<file path="config.mk">
export PLATFORM = sky130hd
export DESIGN_NAME = hwalu_result_drain
export DESIGN_NICKNAME = d
export VERILOG_FILES = /design/src/rtl/hwalu_result_drain.sv
export SDC_FILE = /design/constraint.sdc
export NUM_CORES = 1
export LEC_CHECK = 0
export ABC_AREA = 0
export CORE_UTILIZATION = 58
export DETAILED_ROUTE_END_ITERATION = 6
export PLACE_DENSITY_LB_ADDON = 0.25
export SETUP_SLACK_MARGIN = 0.15
export SLEW_MARGIN = 20
export SYNTH_ARGS = -nofsm -noshare
export SYNTH_HDL_FRONTEND = slang
export SYNTH_SLANG_ARGS = --single-unit
</file>
<file path="constraint.sdc">
create_clock -name clk -period 4.2 [get_ports clk]
set_input_delay 0.63 -clock clk [delete_from_list [all_inputs] [get_ports clk]]
set_output_delay 0.63 -clock clk [all_outputs]
set_load 0.05 [all_outputs]
</file>
<file path="src/rtl/hwalu_result_drain.sv">
`default_nettype none
// hwalu_result_drain: buffers {opcode, result} pairs and streams the selected 16-bit lanes, highest first.
// Optional HWALU_DRAIN_ZSKIP_EN: each entry starts at its highest non-zero selected lane.
module hwalu_result_drain #(
    parameter int DEPTH  = 4,
    parameter int LANE_W = 16
) (
    input  logic              clk,
    input  logic              rst,
    input  logic              res_valid,
    input  logic [63:0]       result,
    input  logic [3:0]        opcode,
    output logic              res_ready,
    output logic              out_valid,
    output logic [LANE_W-1:0] out_data,
    output logic              out_last,
    output logic [1:0]        out_mode,
    input  logic              out_ready,
    output logic              err_ovf,
    output logic              err_mode
);
    localparam int             PTR_W     = $clog2(DEPTH);
    localparam logic [PTR_W:0] FULL_CNT  = (PTR_W+1)'(DEPTH);
    localparam logic [PTR_W:0] ONE_CNT   = (PTR_W+1)'(1);
    localparam logic [0:0]     ST_IDLE   = 1'b0;
    localparam logic [0:0]     ST_STREAM = 1'b1;

    logic [67:0]      mem_q [DEPTH];
    logic [PTR_W-1:0] wr_ptr_q, rd_ptr_q;
    logic [PTR_W:0]   count_q, count_d;
    logic [0:0]       state_q, state_d;
    logic [63:0]      data_q, data_d;
    logic [1:0]       lane_q, lane_d;
    logic [1:0]       mode_q, mode_d;
    logic             err_ovf_q, err_mode_q, err_mode_d;

    logic        w_push, w_pop, w_hs, w_last, w_empty, w_head_rsv;
    logic [67:0] w_head;
    logic [1:0]  w_start;

    assign res_ready  = (count_q != FULL_CNT);
    assign w_empty    = (count_q == '0);
    assign w_push     = res_valid && res_ready;
    assign out_valid  = (state_q == ST_STREAM);
    assign w_last     = (lane_q == 2'd0);
    assign w_hs       = out_valid && out_ready;
    // A finishing beat hands straight over to the next head so entries stream without a bubble.
    assign w_pop      = !w_empty && ((state_q == ST_IDLE) || (w_hs && w_last));
    assign w_head     = mem_q[rd_ptr_q];
    assign w_head_rsv = (w_head[67:66] == 2'b11);

    assign out_data = data_q[32'(lane_q) * LANE_W +: LANE_W];
    assign out_last = out_valid && w_last;
    assign out_mode = mode_q;
    assign err_ovf  = err_ovf_q;
    assign err_mode = err_mode_q;

`ifdef HWALU_DRAIN_ZSKIP_EN
    always_comb begin
        w_start = 2'd0;
        for (int l = 1; l < 4; l++) begin
            if ((l <= int'(w_head[65:64])) && (w_head[l*16 +: 16] != 16'h0000)) begin
                w_start = 2'(l);
            end
        end
    end
`else
    assign w_start = w_head[65:64];
`endif

    always_comb begin
        count_d = count_q;
        case ({w_push, w_pop})
            2'b10:   count_d = count_q + ONE_CNT;
            2'b01:   count_d = count_q - ONE_CNT;
            default: count_d = count_q;
        endcase
    end

    always_comb begin
        state_d    = state_q;
        data_d     = data_q;
        lane_d     = lane_q;
        mode_d     = mode_q;
        err_mode_d = err_mode_q;
        if (w_hs) begin
            if (!w_last) begin
                lane_d = lane_q - 2'd1;
            end else begin
                state_d = ST_IDLE;
            end
        end
        if (w_pop) begin
            if (w_head_rsv) begin
                err_mode_d = 1'b1;
                state_d    = ST_IDLE;
            end else begin
                data_d  = w_head[63:0];
                lane_d  = w_start;
                mode_d  = w_head[67:66];
                state_d = ST_STREAM;
            end
        end
    end

    always_ff @(posedge clk) begin
        if (w_push) begin
            mem_q[wr_ptr_q] <= {opcode, result};
        end
    end

    always_ff @(posedge clk or negedge rst) begin
        if (!rst) begin
            wr_ptr_q   <= '0;
            rd_ptr_q   <= '0;
            count_q    <= '0;
            state_q    <= ST_IDLE;
            data_q     <= '0;
            lane_q     <= '0;
            mode_q     <= '0;
            err_ovf_q  <= 1'b0;
            err_mode_q <= 1'b0;
        end else begin
            if (w_push) begin
                wr_ptr_q <= wr_ptr_q + PTR_W'(1);
            end
            if (w_pop) begin
                rd_ptr_q <= rd_ptr_q + PTR_W'(1);
            end
            count_q    <= count_d;
            state_q    <= state_d;
            data_q     <= data_d;
            lane_q     <= lane_d;
            mode_q     <= mode_d;
            err_ovf_q  <= err_ovf_q | (res_valid & ~res_ready);
            err_mode_q <= err_mode_d;
        end
    end
endmodule
`default_nettype wire

</file>
After elaboration in Yosys (flattened, before gate mapping)
Memories as Yosys holds them, arrays and structs flattened.
Index checks and enable logic that the tools add are counted.

operators by class
  reductions and logical operators = 15
  equality and inequality tests = 4
  bitwise logic cells = 5
  shift-type cells = 1
  $add $sub $neg = 5
  mux-type cells = 11

operators by type and width
  cell                   number
  $shiftx A64 B7 Y16     1
  $mux W2                4
  $mux W1                6
  $pmux W3 S2            1
  $reduce_and A2 Y1      3
  $reduce_bool A2 Y1     3
  $logic_and A1 B1 Y1    5
  $add A2 B1 Y2 const B  2
  $eq A2 B2 Y1 const B   2
  $add A3 B1 Y3 const B  1
  $logic_not A3 Y1       1
  $ne A3 B3 Y1 const B   1
  $not A1 Y1             3
  $sub A3 B1 Y3 const B  1
  $eq A2 B1 Y1 const B   1
  $logic_not A2 Y1       1
  $sub A2 B1 Y2 const B  1
  $and A1 B1 Y1          1
  $logic_not A1 Y1       1
  $logic_or A1 B1 Y1     1
  $or A1 B1 Y1           1

storage, ports and cells
  output and inout bits = 23
  memories = 1
  word-level logic and storage cells = 51
  bits in registers = 78
  bits in writable memories = 272

memories
  name   depth  bits a word  read ports  clocked after Yosys merged registers in  write ports  RTL line  source
  mem_q  4      68           1           0                                        1            28        logic [67:0] mem_q [DEPTH];

Depth between registers and ports, before layout
  word-level depth = 6
  gate-level depth with buffers = 10

Worst setup path after synthesis
OpenSTA, ideal clock, no wires.

  path kind = input to register
  start = input res_valid
  end = memory mem_q[0][0] (enable)
  cell stages on the path = 2
  library setup time = 0.433 ns
  required time = 3.767 ns
  data arrival time = 2.598 ns
  slack = 1.169 ns
  path through = nor2b_1 > and2_1

between the ends
  cells in the longest elaborated chain, start to end = 3

ends and longest elaborated chain
  item                           RTL line  source
  start: declaration             10        input logic res_valid,
  $logic_and A1 B1 Y1            43        assign w_push = res_valid && res_ready;
  $mux W1                        107       if (w_push) begin
  $mux W1 (implied by the code)  108       mem_q[wr_ptr_q] <= {opcode, result};
  end: declaration               28

No other way between the ends.

Worst setup path after layout
  start = register lane_q[0]
  end = output out_data[4]

between the ends
  cells in the longest elaborated chain, start to end = 1

ends and longest elaborated chain
  item                      RTL line  source
  start: declaration        33        logic [1:0] lane_q, lane_d;
  start signal: assignment  133       lane_q <= lane_d;
  $shiftx A64 B7 Y16        52        assign out_data = data_q[32'(lane_q) * LANE_W +: LANE_W];
  end: declaration          15        output logic [LANE_W-1:0] out_data,

No other way between the ends.

==> insert_results.sql <==
INSERT INTO impl_metrics (metric_group, metric, value, unit) VALUES
('sta', 'report.final.hold_viol_count', '0', ''),
('sta', 'maxSlewHeadroom', '27.3', '%'),
('sta', 'fin_skew', '14.4', 'ps'),
('sta', 'setup_viol_count_final', '0', ''),
('cts', 'ctsResizeCount', '0', ''),
('floorplan', 'initial_core_util', '58.9', '%'),
('logic_synthesis', 'post_synthesis_average_cell_area', '23.0', 'um^2'),
('logic_synthesis', 'synth-warning-count', '0', ''),
('logic_synthesis', 'synth_fp_nets', '656', ''),
('pwr', 'power.static_leakage', '5.31', 'nW'),
('drt', 'vias', '6016', ''),
('logic_synthesis', 'netlist_top_cells_area', 'sky130_fd_sc_hd__edfxtp_1 61%, sky130_fd_sc_hd__dfrtp_1 15%, sky130_fd_sc_hd__mux4_2 14%', ''),
('placed_design', 'io_buffers', '94', ''),
('logic_synthesis', 'synth_largest_area_cell', 'sky130_fd_sc_hd__edfxtp_1', ''),
('grt', 'grt.total_usage', '22.1', '%'),
('logic_synthesis', 'number_of_synthesized_flops_with_an_enable_pin', '272', ''),
('sta', 'maximum_operating_frequency', '288', 'MHz'),
('worst_setup_path', 'worst-endpoint-arrival', '2850', 'ps'),
('layout', 'postLayoutCellArea', '15600', 'um^2'),
('placed_design', 'gp_congestion', '0.740', ''),
('floorplan', 'chipWidth', '153', 'um'),
('logic_synthesis', 'post-synth-top-count-cell', 'sky130_fd_sc_hd__edfxtp_1', ''),
('worst_setup_path', 'regToRegSetupSlack', '1120', 'ps'),
('drt', 'drt-wirelength-per-cell', '24.2', 'um'),
('cts', 'clk_pin_slew', '60', 'ps'),
('floorplan', 'rows', '55', ''),
('cts', 'tritoncts', 'done', ''),
('worst_setup_path', 'start_kind', 'flop', ''),
('sta', 'maxSlewViolCount', '0', ''),
('grt', 'pin_count_of_the_biggest_net_entering_global_routing', '79', ''),
('worst_setup_path', 'crit_chain', 'buf_4 -> mux4_2 -> clkdlybuf4s50_1', ''),
('worst_setup_path', 'critical_path.max_stage_delay', '720', 'ps'),
('logic_synthesis', 'portion_of_synthesized_cell_area_occupied_by_the_leading_cell_type', '61.4', '%'),
('grt', 'globalRouteOverflowTotal', '0', ''),
('sta', 'final_worst_path_period_need', '3480', 'ps'),
('pwr', 'power', '12.1', 'mW'),
('logic_synthesis', 'syn-cell-area', '13300', 'um^2'),
('cts', 'cts.root.buffer_cell', 'sky130_fd_sc_hd__clkbuf_16', ''),
('pwr', 'power_per_cell_area', '777', 'nW/um^2'),
('layout', 'layout-drive-gt1-share', '25.9', '%'),
('grt', 'grt_pass1_wl', '38000', 'um'),
('floorplan', 'boundaryPins', '95', ''),
('worst_setup_path', 'worst_ep_required_time', '3570', 'ps'),
('placed_design', 'hpwl', '13900', 'um'),
('worst_setup_path', 'critPathSlowestCell', 'sky130_fd_sc_hd__clkdlybuf4s50_1', ''),
('worst_setup_path', 'worst_path_fanout_max', '15', ''),
('sta', 'least_margin_pin_slew', '1090', 'ps'),
('grt', 'grt_pass1_vias', '6585', ''),
('sta', 'min_period_over_period', '82.7', '%'),
('hold_path', 'hold_path_class', 'in -> async', ''),
('floorplan', 'floorplan.die_area', '23600', 'um^2'),
('logic_synthesis', 'seq_total_area_yosys', '76.1', '%'),
('worst_setup_path', 'crit-reg2reg-launch', 'lane_q[1]', ''),
('cts', 'insertion_delay', '500', 'ps'),
('logic_synthesis', 'synthFlopType', 'sky130_fd_sc_hd__edfxtp_1', ''),
('cts', 'total_number_of_h_tree_levels', '2', ''),
('floorplan', 'coreArea', '22600', 'um^2'),
('run', 'max_cap_violations', '0', ''),
('logic_synthesis', 'netlist_top_cells_count', '272 x sky130_fd_sc_hd__edfxtp_1, 84 x sky130_fd_sc_hd__mux4_2, 78 x sky130_fd_sc_hd__dfrtp_1', ''),
('floorplan', 'die_h', '153', 'um'),
('pwr', 'ir_worst_vdd', '0.472', 'mV'),
('drt', 'finalWirelength', '24100', 'um'),
('worst_setup_path', 'r2r_path_end', 'count_q[2]', ''),
('sta', 'setup_total_negative_slack', '0', 'ps'),
('cts', 'cts_post_setup_buffers_inserted', '0', ''),
('worst_setup_path', 'end_kind', 'primary output', ''),
('outcome', 'run_status', 'complete, no violations', ''),
('layout', 'layout.nets', '766', ''),
('worst_setup_path', 'ff2ff_path_depth', '9', ''),
('drt', 'detailedRoute.firstPassIterationCount', '4', ''),
('logic_synthesis', 'ys_types', '31', '');
registers in the layout, summed over array words and instances, names as in the netlist:
register and cells:
wr_ptr_q 2, data_q 64, count_q 3, err_ovf 1, out_valid 1, mem_q 272, lane_q 2, out_mode 2
err_mode 1, rd_ptr_q 2
cells in the final DEF (no fill, tap or decap), types with 2 or more instances in the layout:
cell type                         Yosys  routed
sky130_fd_sc_hd__buf_12               0       5
sky130_fd_sc_hd__inv_1               10      10
sky130_fd_sc_hd__and2_4               0       4
sky130_fd_sc_hd__mux2_1              31      31
sky130_fd_sc_hd__clkinv_1             0       3
sky130_fd_sc_hd__clkinv_2             0       8
sky130_fd_sc_hd__buf_4                1       3
sky130_fd_sc_hd__xnor2_1              3       3
sky130_fd_sc_hd__nor3b_1              2       2
sky130_fd_sc_hd__a21o_1               3       3
sky130_fd_sc_hd__o22a_1               2       2
sky130_fd_sc_hd__ha_1                 5       5
sky130_fd_sc_hd__nor2b_1              2       2
sky130_fd_sc_hd__mux2i_1              2       2
sky130_fd_sc_hd__edfxtp_1           272     272
sky130_fd_sc_hd__dfrtp_4              0       2
sky130_fd_sc_hd__diode_2              0       3
sky130_fd_sc_hd__mux4_2              84      84
sky130_fd_sc_hd__clkbuf_1            15      11
sky130_fd_sc_hd__a211oi_1             3       3
sky130_fd_sc_hd__xor2_1               3       3
sky130_fd_sc_hd__clkbuf_16            0      35
sky130_fd_sc_hd__clkdlybuf4s50_1      0      93
sky130_fd_sc_hd__mux2_2              36      36
sky130_fd_sc_hd__dfrtp_1             78      76
metrics by stage:
stage	setup slack [ps]	util, %	cells
6_report	725	69.1	999
2_1_floorplan	1170	-	578
4_1_cts	671	69.1	996
5_1_grt	594	69.1	997
3_3_place_gp	1110	64.6	936
3_5_place_dp	1030	64.6	936
worst max-delay path by stage:
| stage | from | to | cells after the start | slack, ps |
|---|---|---|---|---|
| finish | lane_q[0] | out_data[4] | 3 | 720 |
| global route | lane_q[0] | out_data[4] | 3 | 590 |
| CTS | lane_q[0] | out_data[4] | 3 | 670 |
| detailed placement | out_ready | count_q[2] | 10 | 1030 |
| global placement | out_ready | count_q[2] | 10 | 1110 |
| floorplan | res_valid | mem_q[0][0] | 2 | 1170 |
metal layers:
metal | share of wire, % | global-route usage (%) | up-vias
li1 | - | - | 2588
met1 | 41 | 30.1 | 3198
met5 | 0.054 | 0 | -
met2 | 51 | 36.3 | 184
met4 | 2.1 | 6.81 | 2
met3 | 5.8 | 4.65 | 44
where the power goes:
part | switching, mW | leakage (nW) | internal, mW
Combinational | 2.08 | 1.42 | 1.95
Clock | 1.20 | 0.499 | 1.60
Sequential | 0.548 | 3.40 | 4.75
Total | 3.83 | 5.31 | 8.30
layout make-up:
type                       count  area [um^2]
antenna                        3         7.51
fill                        1385         6970
multi-input combinational    189         2990
clock inverter                14         97.6
sequential                   350        10100
timing repair buffer         102         1060
clock buffer                  46          917
tap                          285          357
inverter                      10         37.5
worst max-delay path: cells and delay by family (launching register included):
family	cells	cell delay, ps
flip-flops	1	600
multiplexers	1	600
buffers and inverters	2	1140
kinds of logic (layout without fill, tap and decap cells):
group | Yosys count | in the layout | synth area share, %
xor gates and xnor gates | 6 | 6 | 0.395
other | 0 | 3 | 0
DFF | 350 | 350 | 76.1
AOI/OAI and AO/OA | 12 | 12 | 0.809
muxes | 153 | 153 | 20.0
buffers and inverters | 39 | 172 | 1.52
adders and majority gates | 6 | 6 | 0.621
and+or+nand+nor | 12 | 12 | 0.555
No activity file was read; power rests on OpenSTA's default activity.
==> variant 1: new RTL, same settings <==
The option `HWALU_DRAIN_ZSKIP_EN` is turned on by a define.
--- a/src/rtl/hwalu_result_drain.sv
+++ b/src/rtl/hwalu_result_drain.sv
@@ -1,6 +1,8 @@
 `default_nettype none
 // hwalu_result_drain: buffers {opcode, result} pairs and streams the selected 16-bit lanes, highest first.
 // Optional HWALU_DRAIN_ZSKIP_EN: each entry starts at its highest non-zero selected lane.
+`define HWALU_DRAIN_ZSKIP_EN
+
 module hwalu_result_drain #(
     parameter int DEPTH  = 4,
     parameter int LANE_W = 16
Check against the original RTL: not equivalent (a bounded check fails within 4 cycles, from zero or initial values and one cycle with rst low).
==> variant 1 against the unedited design <==
Sequential cell count did not move; power rose by 7.1%; routed wire length grew 14%; global-route usage up 1.9 points; final area increased by 3.2%; combinational power grew 9.4%; synthesized area is 1.9% higher; worst setup slack gained 170 ps; sequential power hardly changed; core utilization grew 1.6 points; largest power group unchanged.
==> variant 1: results (changes against the unedited design) <==
----------------------------------------------------
[Logic synthesis]
  Register area share after synthesis ... 74.63% (-1.4 points)
  Post-synthesis mux area share ... 15.13% (-4.9 points)
  Share of the synthesized area in compound gates (AO/OA/AOI/OAI) ... 0.6920% (-0.12 points)
  Top cell types by occurrence after synthesis ... sky130_fd_sc_hd__edfxtp_1 (272), sky130_fd_sc_hd__nand2_1 (199), sky130_fd_sc_hd__dfrtp_1 (78)
  Number of library cell types mapped by synthesis ... 37 (+19%)
  Xor and xnor fraction of the mapped netlist area ... 0.3875% (-0.0074 points)
  Top cells by area, synth ... sky130_fd_sc_hd__edfxtp_1 (60%), sky130_fd_sc_hd__dfrtp_1 (14%), sky130_fd_sc_hd__mux4_2 (7.8%)
  Synthesized netlist net count ... 808 (+23%)

[Worst setup path]
  Critical path arrival ... 2670 ps (-180 ps)
  Maximum single-stage delay on the critical path ... 930 ps (+210 ps)
  Capture point of the worst path ... out_data[1]
  Max FO, Critical Path ... 20 (+5)
  Launch instance of the worst register-to-register path ... rd_ptr_q[0]$_DFFE_PN0P_
  Worst reg-to-reg setup slack ... 1310 ps (+190 ps)
  Critical path's top delay family ... flip-flops
  Launch point of the critical path ... lane_q[1]$_DFF_PN0_
  Master of the slowest instance on the critical path ... sky130_fd_sc_hd__dfrtp_1
  Logic depth of the worst register-to-register path ... 6 (-3)
  Reg-to-reg critical path endpoint ... lane_q[0]$_DFF_PN0_

[Layout]
  Multi-input gates ... 339 (+79%)
  Proportion of layout cells with a drive suffix above 1 ... 15.32% (-11 points)
  Total of clock buffers placed in the layout ... 45 (-2.2%)
  Inverter count of the layout excluding clock inverters ... 7 (-3)
  Net total in the final layout ... 920 (+20%)
  Growth of design area from synthesis to finish ... 18.79%
  Number of antenna diodes ... 2 (-1)
  Number of ordinary and repair buffers in the finished layout ... 109 (+6.9%)
  Storage element area ... 0.01012 mm2 (about the same)
  Clk tree area frac ... 7.659% (+1.2 points)
  Non-clock buffers, area share ... 6.836% (+0.011 points)

[Global route]
  Global-route total usage across every layer ... 23.96% (+1.9 points)
  Global-route wire length before repair ... 42.05 mm (+11%)
  Antenna violations before repair ... 1 (-2)
  Number of global-route vias before repair ... 7101 (+7.8%)

[STA]
  Slew at the pin closest to its max-slew limit ... 1020 ps (-71.29 ps)
  Worst hold slack across all endpoints ... 289.0 ps (+113.0 ps)

[Detailed routing]
  Number of iterations in the first detailed-routing pass ... 5 (+1)
  Routed WL per cell ... 23.21 um (-4.0%)
  Number of vias per cell after detailed routing ... 5.901 (-2.0%)
  Drt initial violations ... 484 (+25%)

[Placement]
  Instance area after placement ... 0.01487 mm2 (+2.0%)
  Sum of net half-perimeters after detailed placement ... 17.41 mm (+26%)
  Global placement routability congestion ... 0.8217 (+11%)

[Clocking]
  Cell chosen for the clock root ... sky130_fd_sc_hd__clkbuf_16

[Power]
  VDD IR-drop max ... 0.0004252 V (-9.8%)
  Static power due to leakage ... 0.005946 uW (+12%)

[Run status]
  Status ... completed

----------------------------------------------------
## variant 1: changes by cell type after synthesis, sizes merged, moves of 5 or more
cell and delta:
nor4 +12, nor2 +8, clkbuf -5, buf +10
mux2 -66, nand2 +198
## variant 1: per-stage QoR
stage	setup slack (ps)	std cells	power [uW]
2_1_floorplan	1184	730	8287
3_3_place_gp	1286	1118	9588
3_5_place_dp	1179	1118	9741
4_1_cts	910.2	1181	13060
5_1_grt	791.7	1181	13550
6_report	899.5	1183	12980
## variant 1: per-layer routing
layer	GRT usage (%)	routed length [um]	up-vias
li1	-	-	3057
met1	33.81	11420	3614
met2	38.46	13660	275
met3	4.596	1859	35
met4	7.826	524	0
met5	0	0	-
## variant 1: report_power, final
part,leakage [uW],switching (uW),internal (uW)
Clock,0.000594,1230,2030
Combinational,0.00191,2640,1760
Sequential,0.00344,590,4730
Total,0.00595,4460,8520
==> variant 2: new RTL, same flow settings <==
Made on the original files. Take the reset off `data_q` and load it in a clocked block of its own.
--- a/src/rtl/hwalu_result_drain.sv
+++ b/src/rtl/hwalu_result_drain.sv
@@ -115,7 +115,6 @@
             rd_ptr_q   <= '0;
             count_q    <= '0;
             state_q    <= ST_IDLE;
-            data_q     <= '0;
             lane_q     <= '0;
             mode_q     <= '0;
             err_ovf_q  <= 1'b0;
@@ -129,13 +128,16 @@
             end
             count_q    <= count_d;
             state_q    <= state_d;
-            data_q     <= data_d;
             lane_q     <= lane_d;
             mode_q     <= mode_d;
             err_ovf_q  <= err_ovf_q | (res_valid & ~res_ready);
             err_mode_q <= err_mode_d;
         end
     end
+
+    always_ff @(posedge clk) begin
+        data_q <= data_d;
+    end
 endmodule
 `default_nettype wire
 
Check against the original RTL: differs if rst is asserted again (counterexample within 4 cycles, from zero or initial values and one cycle with rst low); with rst held inactive, the same outputs for 4 cycles.
==> variant 2 against the unedited design <==
Register-to-register slack better by 20 ps; final cell count is 7.3% lower; power is 3.3% lower; routed wire length is 7.7% lower; sequential share of layout area is 3.8 points higher; clock skew is 1.6 ps lower; global-route usage is 1.3 points lower; final area is 2.6% lower; sequential cell count stayed put; synthesized area is 3.5% lower; worst setup slack worse by 130 ps; combinational power is 19% lower; clock power is 6% higher; critical endpoint is now out_data[5].
==> variant 2: results (changes against the unedited design) <==
----------------------------------------------------
[Layout]
  Filler Cells Inserted ... 1300 (-6.1%)
  Clk tree area frac ... 7.196% (+0.69 points)
  Multi-input logic area ... 0.002271 mm2 (-24%)
  Net total in the final layout ... 700 (-8.6%)
  Non-clock buffers, area share ... 6.521% (-0.30 points)
  Number of antenna diodes ... 2 (-1)

[Worst setup path]
  Maximum single-stage delay on the critical path ... 860 ps (+140 ps)
  Worst reg-to-reg setup slack ... 1140 ps (+20 ps)
  Critical path arrival ... 2980 ps (+130 ps)
  Logic depth of the worst register-to-register path ... 8 (-1)

[Global route]
  Global-route wire length before repair ... 33.68 mm (-11%)
  Maximum number of pins on one net before global-route repair ... 69 (-13%)
  Number of global-route vias before repair ... 5866 (-11%)
  Antenna violations before repair ... 2 (-1)

[Power]
  Power spent charging and discharging nets ... 3487 uW (-8.9%)
  Static power due to leakage ... 0.004921 uW (-7.4%)

[Logic synthesis]
  Async S/R FF share, synth ... 4.000% (-18 points)
  Top cells by area, synth ... sky130_fd_sc_hd__edfxtp_1 (79%), sky130_fd_sc_hd__mux4_2 (15%), sky130_fd_sc_hd__dfrtp_1 (2.7%)
  Number of enable flip-flop cells after synthesis ... 336 (+24%)
  Synthesized netlist net count ... 586 (-11%)
  Top cell types by occurrence after synthesis ... sky130_fd_sc_hd__edfxtp_1 (336), sky130_fd_sc_hd__mux4_2 (84), sky130_fd_sc_hd__dfrtp_1 (14)
  Register area share after synthesis ... 81.29% (+5.2 points)

[Detailed routing]
  Number of iterations in the first detailed-routing pass ... 5 (+1)
  Via count ... 5463 (-9.2%)
  Drt initial violations ... 363 (-6.0%)

[Placement]
  Global placement routability congestion ... 0.7580 (+2.5%)
  Sum of net half-perimeters after detailed placement ... 12.35 mm (-11%)

[Run status]
  Status ... completed

[STA]
  Slew at the pin closest to its max-slew limit ... 1097 ps (+5.916 ps)

----------------------------------------------------
## variant 2: changes by cell type after synthesis, sizes merged, moves of 2 or more
cell / before / now
dfrtp: 78 / 14
edfxtp: 272 / 336
mux2: 67 / 3
clkbuf: 15 / 8
o22a: 2 / 0
## variant 2: cell families after synthesis
group	share of synthesized area, %
and+or+nand+nor	0.6526
muxes	15.18
DFF	81.29
buffers and inverters	1.111
adders and majority gates	0.6430
AOI/OAI and AO/OA	0.7209
xor gates and xnor gates	0.4092
## variant 2: power groups by stage
stage / Sequential, uW / Combinational (uW) / Clock, uW
2_1_floorplan: 5340 / 2460 / 0
3_3_place_gp: 5530 / 3230 / 0
3_5_place_dp: 5590 / 3290 / 0
4_1_cts: 5540 / 3310 / 3010
5_1_grt: 5610 / 3450 / 3140
6_report: 5510 / 3250 / 2970
## variant 2: metal layers
| layer | share of wire (%) | vias up | track usage, % | wire length, um |
|---|---|---|---|---|
| met5 | 0 | - | 0 | 0 |
| met4 | 2.0 | 0 | 6.650 | 454 |
| met3 | 6.7 | 33 | 4.910 | 1484 |
| met2 | 51 | 188 | 33.78 | 11270 |
| met1 | 41 | 2865 | 28.07 | 9078 |
| li1 | - | 2377 | - | - |
## variant 2: stage by stage
stage | util (%) | area, um2 | cells | worst slack, ps | hold slack, ps
final | 69.85 | 15200 | 926 | 593.9 | 459.6
after floorplan | - | 12840 | 508 | 759.5 | 334.4
after detailed placement | 64.80 | 14100 | 865 | 1020 | 459.8
after CTS | 69.82 | 15190 | 924 | 511.2 | 472.7
after global placement | 64.80 | 14100 | 865 | 1085 | 439.6
after global routing | 69.84 | 15190 | 925 | 455.5 | 492.4
## variant 2: worst max-delay path, delay by kind of cell (launching register included)
family	cells	cell delay [ps]
flops	1	860
buf+inv	2	1080
mux	1	520
